## src/rtl/bram_stream_reader_pkg.sv

```systemverilog
// Shared defaults, RAM timing and FSM encoding for the BRAM stream reader.
package bram_stream_reader_pkg;

  localparam int unsigned ADDR_W_DEF  = 14;
  localparam int unsigned DATA_W_DEF  = 32;
  localparam int unsigned BRAM_RD_LAT = 1;

  typedef enum logic [1:0] {
    ST_IDLE  = 2'd0,
    ST_RUN   = 2'd1,
    ST_DRAIN = 2'd2,
    ST_FIN   = 2'd3
  } state_t;

endpackage

```

## src/rtl/bram_stream_reader_if.sv

```systemverilog
// Valid/ready stream carrying data words plus an end-of-transfer marker.
interface bram_stream_reader_if
  import bram_stream_reader_pkg::*;
#(
  parameter int unsigned DATA_W = DATA_W_DEF
);

  logic [DATA_W-1:0] m_data;
  logic              m_valid;
  logic              m_ready;
  logic              m_last;

  modport master (output m_data, output m_valid, output m_last, input m_ready);
  modport slave  (input m_data, input m_valid, input m_last, output m_ready);

endinterface

```

## src/rtl/bram_stream_reader_sync_fifo_fwft.sv

```systemverilog
// First-word-fall-through FIFO; head entry and valid come straight from registers.
module sync_fifo_fwft #(
  parameter int unsigned WIDTH = 33,
  parameter int unsigned DEPTH = 4,
  localparam int unsigned AW = $clog2(DEPTH),
  localparam int unsigned CW = $clog2(DEPTH) + 1
) (
  input  logic             clk,
  input  logic             rst,
  input  logic             push,
  input  logic [WIDTH-1:0] push_data,
  input  logic             pop,
  output logic [WIDTH-1:0] out_data,
  output logic             out_valid,
  output logic [CW-1:0]    count
);

  localparam logic [CW-1:0] DEPTH_V = CW'(DEPTH);

  logic [WIDTH-1:0] mem [DEPTH];
  logic [AW-1:0]    wr_ptr;
  logic [AW-1:0]    rd_ptr;
  logic             full;
  logic             push_ok;
  logic             pop_ok;

  always_comb begin
    full      = (count == DEPTH_V);
    out_valid = (count != '0);
    out_data  = mem[rd_ptr];
    pop_ok    = out_valid && pop;
    push_ok   = push && (!full || pop_ok);
  end

  always_ff @(posedge clk) begin
    if (rst) begin
      wr_ptr <= '0;
      rd_ptr <= '0;
      count  <= '0;
      for (int unsigned i = 0; i < DEPTH; i++) begin
        mem[i] <= '0;
      end
    end else begin
      if (push_ok) begin
        mem[wr_ptr] <= push_data;
        wr_ptr      <= wr_ptr + 1'b1;
      end
      if (pop_ok) begin
        rd_ptr <= rd_ptr + 1'b1;
      end
      case ({push_ok, pop_ok})
        2'b10:   count <= count + 1'b1;
        2'b01:   count <= count - 1'b1;
        default: count <= count;
      endcase
    end
  end

endmodule

```

## src/rtl/bram_stream_reader.sv

```systemverilog
// Sequential block-RAM read master: streams `length` words from `base_addr`
// with credit-based flow control so the output FIFO can never overflow.
module bram_stream_reader
  import bram_stream_reader_pkg::*;
#(
  parameter int unsigned ADDR_W     = ADDR_W_DEF,
  parameter int unsigned DATA_W     = DATA_W_DEF,
  parameter int unsigned FIFO_DEPTH = 4
) (
  input  logic                 clk,
  input  logic                 rst,
  input  logic                 start,
  input  logic [ADDR_W-1:0]    base_addr,
  input  logic [ADDR_W:0]      length,
  output logic                 busy,
  output logic                 done,
  output logic [ADDR_W-1:0]    bram_addr,
  output logic                 bram_we,
  output logic [DATA_W-1:0]    bram_din,
  input  logic [DATA_W-1:0]    bram_dout,
  bram_stream_reader_if.master strm
);

  localparam int unsigned   PIPE    = BRAM_RD_LAT + 1;
  localparam int unsigned   CW      = $clog2(FIFO_DEPTH) + 1;
  localparam logic [CW:0]   DEPTH_V = (CW + 1)'(FIFO_DEPTH);
  localparam logic [ADDR_W:0] LEN_ONE = {{ADDR_W{1'b0}}, 1'b1};

  state_t            state;
  logic [ADDR_W-1:0] next_addr;
  logic [ADDR_W:0]   remaining;
  logic [PIPE-1:0]   vld_pipe;
  logic [PIPE-1:0]   lst_pipe;
  logic [CW-1:0]     inflight;
  logic [CW-1:0]     fifo_count;
  logic [DATA_W:0]   fifo_out;
  logic              fifo_valid;
  logic              launch;
  logic              can_issue;
  logic              issue;
  logic              issue_last;
  logic              last_fire;
  logic [CW:0]       credit_sum;

  assign bram_we  = 1'b0;
  assign bram_din = '0;
  assign busy     = (state != ST_IDLE);
  assign done     = (state == ST_FIN);

  // The first read is launched straight from IDLE so the address reaches the
  // RAM one cycle after start; later reads are credit-gated in RUN.
  always_comb begin
    credit_sum = {1'b0, fifo_count} + {1'b0, inflight};
    launch     = (state == ST_IDLE) && start;
    can_issue  = (state == ST_RUN) && (remaining != '0) && (credit_sum < DEPTH_V);
    issue      = (launch && (length != '0)) || can_issue;
    issue_last = launch ? (length == LEN_ONE) : (remaining == LEN_ONE);
    last_fire  = strm.m_valid && strm.m_ready && strm.m_last;
  end

  always_ff @(posedge clk) begin
    if (rst) begin
      state     <= ST_IDLE;
      bram_addr <= '0;
      next_addr <= '0;
      remaining <= '0;
      vld_pipe  <= '0;
      lst_pipe  <= '0;
      inflight  <= '0;
    end else begin
      vld_pipe <= {vld_pipe[PIPE-2:0], issue};
      lst_pipe <= {lst_pipe[PIPE-2:0], issue && issue_last};
      case ({issue, vld_pipe[PIPE-1]})
        2'b10:   inflight <= inflight + 1'b1;
        2'b01:   inflight <= inflight - 1'b1;
        default: inflight <= inflight;
      endcase

      case (state)
        ST_IDLE: begin
          if (start) begin
            if (length == '0) begin
              state <= ST_FIN;
            end else begin
              state     <= ST_RUN;
              bram_addr <= base_addr;
              next_addr <= base_addr + 1'b1;
              remaining <= length - 1'b1;
            end
          end
        end
        ST_RUN: begin
          if (remaining == '0) begin
            state <= ST_DRAIN;
          end else if (can_issue) begin
            bram_addr <= next_addr;
            next_addr <= next_addr + 1'b1;
            remaining <= remaining - 1'b1;
            if (remaining == LEN_ONE) begin
              state <= ST_DRAIN;
            end
          end
        end
        ST_DRAIN: begin
          if (last_fire) begin
            state <= ST_FIN;
          end
        end
        default: state <= ST_IDLE;
      endcase
    end
  end

  sync_fifo_fwft #(
    .WIDTH (DATA_W + 1),
    .DEPTH (FIFO_DEPTH)
  ) u_fifo (
    .clk       (clk),
    .rst       (rst),
    .push      (vld_pipe[PIPE-1]),
    .push_data ({lst_pipe[PIPE-1], bram_dout}),
    .pop       (strm.m_ready),
    .out_data  (fifo_out),
    .out_valid (fifo_valid),
    .count     (fifo_count)
  );

  assign strm.m_data  = fifo_out[DATA_W-1:0];
  assign strm.m_last  = fifo_out[DATA_W];
  assign strm.m_valid = fifo_valid;

endmodule

```

## src/flat_wrapper.sv

```systemverilog
// flat-port wrapper written by rule: the top's interface ports become plain ports
module bram_stream_reader_flat import bram_stream_reader_pkg::*;
#(
  parameter int unsigned ADDR_W     = ADDR_W_DEF,
  parameter int unsigned DATA_W     = DATA_W_DEF,
  parameter int unsigned FIFO_DEPTH = 4
)
  (clk, rst, start, base_addr, length, busy, done, bram_addr, bram_we, bram_din, bram_dout, strm_m_data, strm_m_valid, strm_m_last, strm_m_ready);
  bram_stream_reader_if #(.DATA_W(DATA_W)) strm_i ();
  input  logic clk;
  input  logic rst;
  input  logic start;
  input  logic [ADDR_W-1:0] base_addr;
  input  logic [ADDR_W:0] length;
  output logic busy;
  output logic done;
  output logic [ADDR_W-1:0] bram_addr;
  output logic bram_we;
  output logic [DATA_W-1:0] bram_din;
  input  logic [DATA_W-1:0] bram_dout;
  output wire logic [$bits(strm_i.m_data)-1:0] strm_m_data;
  output wire logic [$bits(strm_i.m_valid)-1:0] strm_m_valid;
  output wire logic [$bits(strm_i.m_last)-1:0] strm_m_last;
  input wire logic [$bits(strm_i.m_ready)-1:0] strm_m_ready;
  assign strm_m_data = strm_i.m_data;
  assign strm_m_valid = strm_i.m_valid;
  assign strm_m_last = strm_i.m_last;
  assign strm_i.m_ready = strm_m_ready;
  bram_stream_reader #(.ADDR_W(ADDR_W), .DATA_W(DATA_W), .FIFO_DEPTH(FIFO_DEPTH)) u_core (.clk(clk), .rst(rst), .start(start), .base_addr(base_addr), .length(length), .busy(busy), .done(done), .bram_addr(bram_addr), .bram_we(bram_we), .bram_din(bram_din), .bram_dout(bram_dout), .strm(strm_i));
endmodule
```

## config.mk

```make
export PLATFORM = sky130hd
export DESIGN_NAME = bram_stream_reader_flat
export DESIGN_NICKNAME = d
export VERILOG_FILES = /design/src/rtl/bram_stream_reader_pkg.sv /design/src/rtl/bram_stream_reader_if.sv /design/src/rtl/bram_stream_reader_sync_fifo_fwft.sv /design/src/rtl/bram_stream_reader.sv /design/src/flat_wrapper.sv
export SDC_FILE = /design/constraint.sdc
export NUM_CORES = 1
export LEC_CHECK = 0
export BUFFER_PORTS_ARGS = -buffer_cell sky130_fd_sc_hd__buf_2
export CORE_UTILIZATION = 40
export CTS_BUF_LIST = sky130_fd_sc_hd__clkbuf_4 sky130_fd_sc_hd__clkbuf_8
export CTS_CLUSTER_DIAMETER = 30
export CTS_CLUSTER_SIZE = 30
export DETAILED_ROUTE_END_ITERATION = 6
export SYNTH_ARGS = -nofsm -noshare
export SYNTH_HDL_FRONTEND = slang
export SYNTH_SLANG_ARGS = --single-unit
```

## constraint.sdc

```tcl
create_clock -name clk -period 3.7 [get_ports clk]
set_input_delay 0.37 -clock clk [delete_from_list [all_inputs] [get_ports clk]]
set_output_delay 0.37 -clock clk [all_outputs]
set_load 0.05 [all_outputs]
```

==> impl_metrics.yaml <==
status:
  status: "finished, final reports clean"
setup_path:
  worst-path-buf-inv: 1
  cp_top_family: "simple AND/OR/NAND/NOR gates"
  critPathKind: "reg -> reg"
  cp-start-kind: "flop"
  arrival_ns: 3.33
  path_cells: "inv_1 -> ha_1 -> nor4b_1 -> and4_1 -> o21ai_1 -> nand2_2 -> or4_1 -> a41oi_1"
  critPathMaxStageDelay_ns: 0.64
  worstPathRequired_ns: 4.10
  endpoint_kind: "flop"
  critPathSlowestCell: "or4_1"
  cp_max_fo: 35
layout:
  areaGrowthSynthToFinish_pct: 12.7
  fillers: 2242
  finalNetCount: 1048
  layout_common_cells: "132 x edfxtp_1, 121 x nor2_1, 114 x buf_2"
  multi_input_area_um2: 3960
  register_area_um2: 5190
  n_antenna_cell: 0
  drive_above_1_share_pct: 24.0
  final_common_cell: "edfxtp_1"
logic_synthesis:
  synth_edf_count: 132
  synth_cell_types: 75
  synth_cells: 869
  ys_seq_area_share_pct: 53.8
  syn_area_um2: 9630
  syn_avg_cell_area_um2: 11.1
  yosys_warnings: 0
  synth_top_area_share_pct: 41.1
  yosys.area.top_type: "edfxtp_1"
  ys_seq_elements: 193
  synthArstFlopShare_pct: 0
  yosys_most_used_dff: "edfxtp_1"
  synth_area_leaders: "edfxtp_1 41%, dfxtp_1 13%, mux4_2 7.7%"
die:
  die_w_um: 157
  ios: 148
  rows: 56
  core-area_um2: 23500
  initial_core_util_pct: 40.9
  die_h_um: 157
  dieArea_um2: 24700
power_and_ir_drop:
  vdd.ir_drop.worst_mv: 0.441
  seq_power_share_pct: 39.7
  switching_share_pct: 43.5
  leakage_uw: 0.00425
  p_int_uw: 4110
  clockPowerShare_pct: 20.2
  powerDensity_nw_per_um2: 670
  power.switching_uw: 3160
  combPwrFrac_pct: 40.0
global_route:
  grt_use_total_pct: 17.7
  overflow: 0
  antenna_found_initial: 0
  grt_pass1_wl_mm: 33.7
  grt_pass1_vias: 6510
  grt_max_degree: 50
place:
  port_buffers: 114
  dp_slack_ns: 0.484
  hpwlAfterDp_mm: 13.7
  gp_congestion: 0.754
detailed_routing:
  drtPass1Iterations: 5
  via_per_inst: 5.07
  wl_per_cell_um: 16.3
  drc: 0
  drtAntennaViolNets: 0
  routed_wl_mm: 21.2
  via_count: 6594
  drtIter0Drc: 326
job:
  cap_viol_max_count: 0
clocking:
  cts-htree-levels: 4
  cts_hold_buf: 0
  clkLatencyLatePin_ns: 0.48
  clk_path_buf_depth: 2
  cts_tree: "yes"
  cts_setup_buffers: 0
  cts-root-buf: "clkbuf_8"
  clk_pin_slew_ns: 0.13
  ctsResizeCount: 0
  cts.sinks: 193
  numCtsBuffers: 17
timing:
  post-route-period-util_pct: 79.0
  setup_viol: 0
  slew_headroom_pct: 27.3
  holdWs_ns: 0.165
  tightest_slew_ns: 1.09
  rsz0062_at_grt: "no"
  fmax_ghz: 0.342
  tns_ns: 0
  fin_skew_ns: 0.0256
  worst_slack_ns: 0.776
  finalHoldViolCount: 0
  finalMaxSlewViolations: 0
  min_period_ns: 2.92
hold_path:
  hp-class: "in -> reg"
-- logic make-up (layout without fill, tap and decap cells) --
logic type               after synthesis  count (layout)  share of synthesized area, %
AND/OR/NAND/NOR                      342             342                          17.5
AO/OA/AOI/OAI                        124             124                          8.91
buffers and inverters                128             209                          6.70
flip-flops                           193             193                          53.8
adder cells (fa/ha/maj)               14              14                          1.97
other                                  1              33                        0.0389
XOR/XNOR                              22              22                          2.00
multiplexers                          45              45                          9.04
-- synth_stat cells (3+ instances only) --
master / number
a211oi_2: 8
o21a_1: 3
a31oi_1: 6
nor4_1: 4
buf_6: 3
and2_1: 38
o211ai_1: 8
o41ai_1: 3
xnor2_1: 14
o21ai_0: 28
o22ai_1: 5
nor3_1: 19
or4_1: 6
nand3_1: 13
mux2_2: 6
buf_2: 4
nand2b_1: 6
a21oi_1: 33
mux4_2: 33
nor2_1: 122
nand4_1: 6
buf_4: 34
dfxtp_1: 61
clkbuf_1: 33
inv_1: 48
buf_1: 5
or3_1: 10
nor2b_1: 6
mux2i_1: 6
a211oi_1: 7
edfxtp_1: 132
ha_1: 12
xor2_1: 8
nand2_1: 84
and3_1: 3
-- worst paths after layout --
| path | start | end | slack [ns] | cells past startpoint |
|---|---|---|---|---|
| worst max-delay path | u_core.remaining[0] | u_core.next_addr[11] | 0.78 | 8 |
| worst min-delay path | bram_dout[11] | u_core.u_fifo.mem[0][11] | 0.17 | 2 |
| worst max register to register | u_core.remaining[0] | u_core.next_addr[11] | 0.78 | 8 |
| worst min register to register | u_core.lst_pipe[0] | u_core.lst_pipe[1] | 0.43 | 1 |
-- state kept, by name (all words and copies together) (netlist names), named ones only --
name	flops
u_core.bram_addr	14
u_core.inflight	3
u_core.lst_pipe	2
u_core.next_addr	14
u_core.remaining	15
u_core.state	2
u_core.u_fifo.count	3
u_core.u_fifo.mem	132
u_core.u_fifo.rd_ptr	2
u_core.u_fifo.wr_ptr	2
u_core.vld_pipe	2
-- layout make-up --
type	count	share of cell area (%)
repair buffers	129	6.41
clock buffers	17	2.16
well taps	319	3.68
clock inverters	15	1.80
inverters	48	1.66
multi-input cells	580	36.5
flip-flops and latches	193	47.8
-- through the flow --
stage	utilization [%]	power, µW	cells	cell area [µm²]
floorplan	-	5240	901	9750
global placement	44.3	5840	1269	10400
detailed placement	44.3	5870	1269	10400
CTS	46.1	7340	1301	10900
global route	46.1	7720	1301	10900
finish	46.1	7270	1301	10900
-- worst reg2reg max path, delay by kind of cell, from the launching register on --
family,cells,cell delay (ns)
flops,1,0.41
compound gates,2,0.54
fa+ha+maj,1,0.28
buf+inv,1,0.11
simple gates,4,1.51
-- per-layer routing --
layer / global-route usage (%) / up-vias / routed length [µm]
met4: 3.98 / 0 / 159
met3: 3.50 / 13 / 958
li1: - / 3237 / -
met5: 0 / - / 0
met2: 30.7 / 142 / 10300
met1: 22.7 / 3202 / 9710
-- power by group through the flow --
stage / Sequential (µW) / Combinational (µW) / Clock [µW]
final: 2890 / 2910 / 1470
after global routing: 2940 / 3190 / 1590
after CTS: 2890 / 2940 / 1510
after detailed placement: 2940 / 2930 / 0
after global placement: 2930 / 2910 / 0
after floorplan: 3070 / 2170 / 0
(Power assumes the default switching activity.)
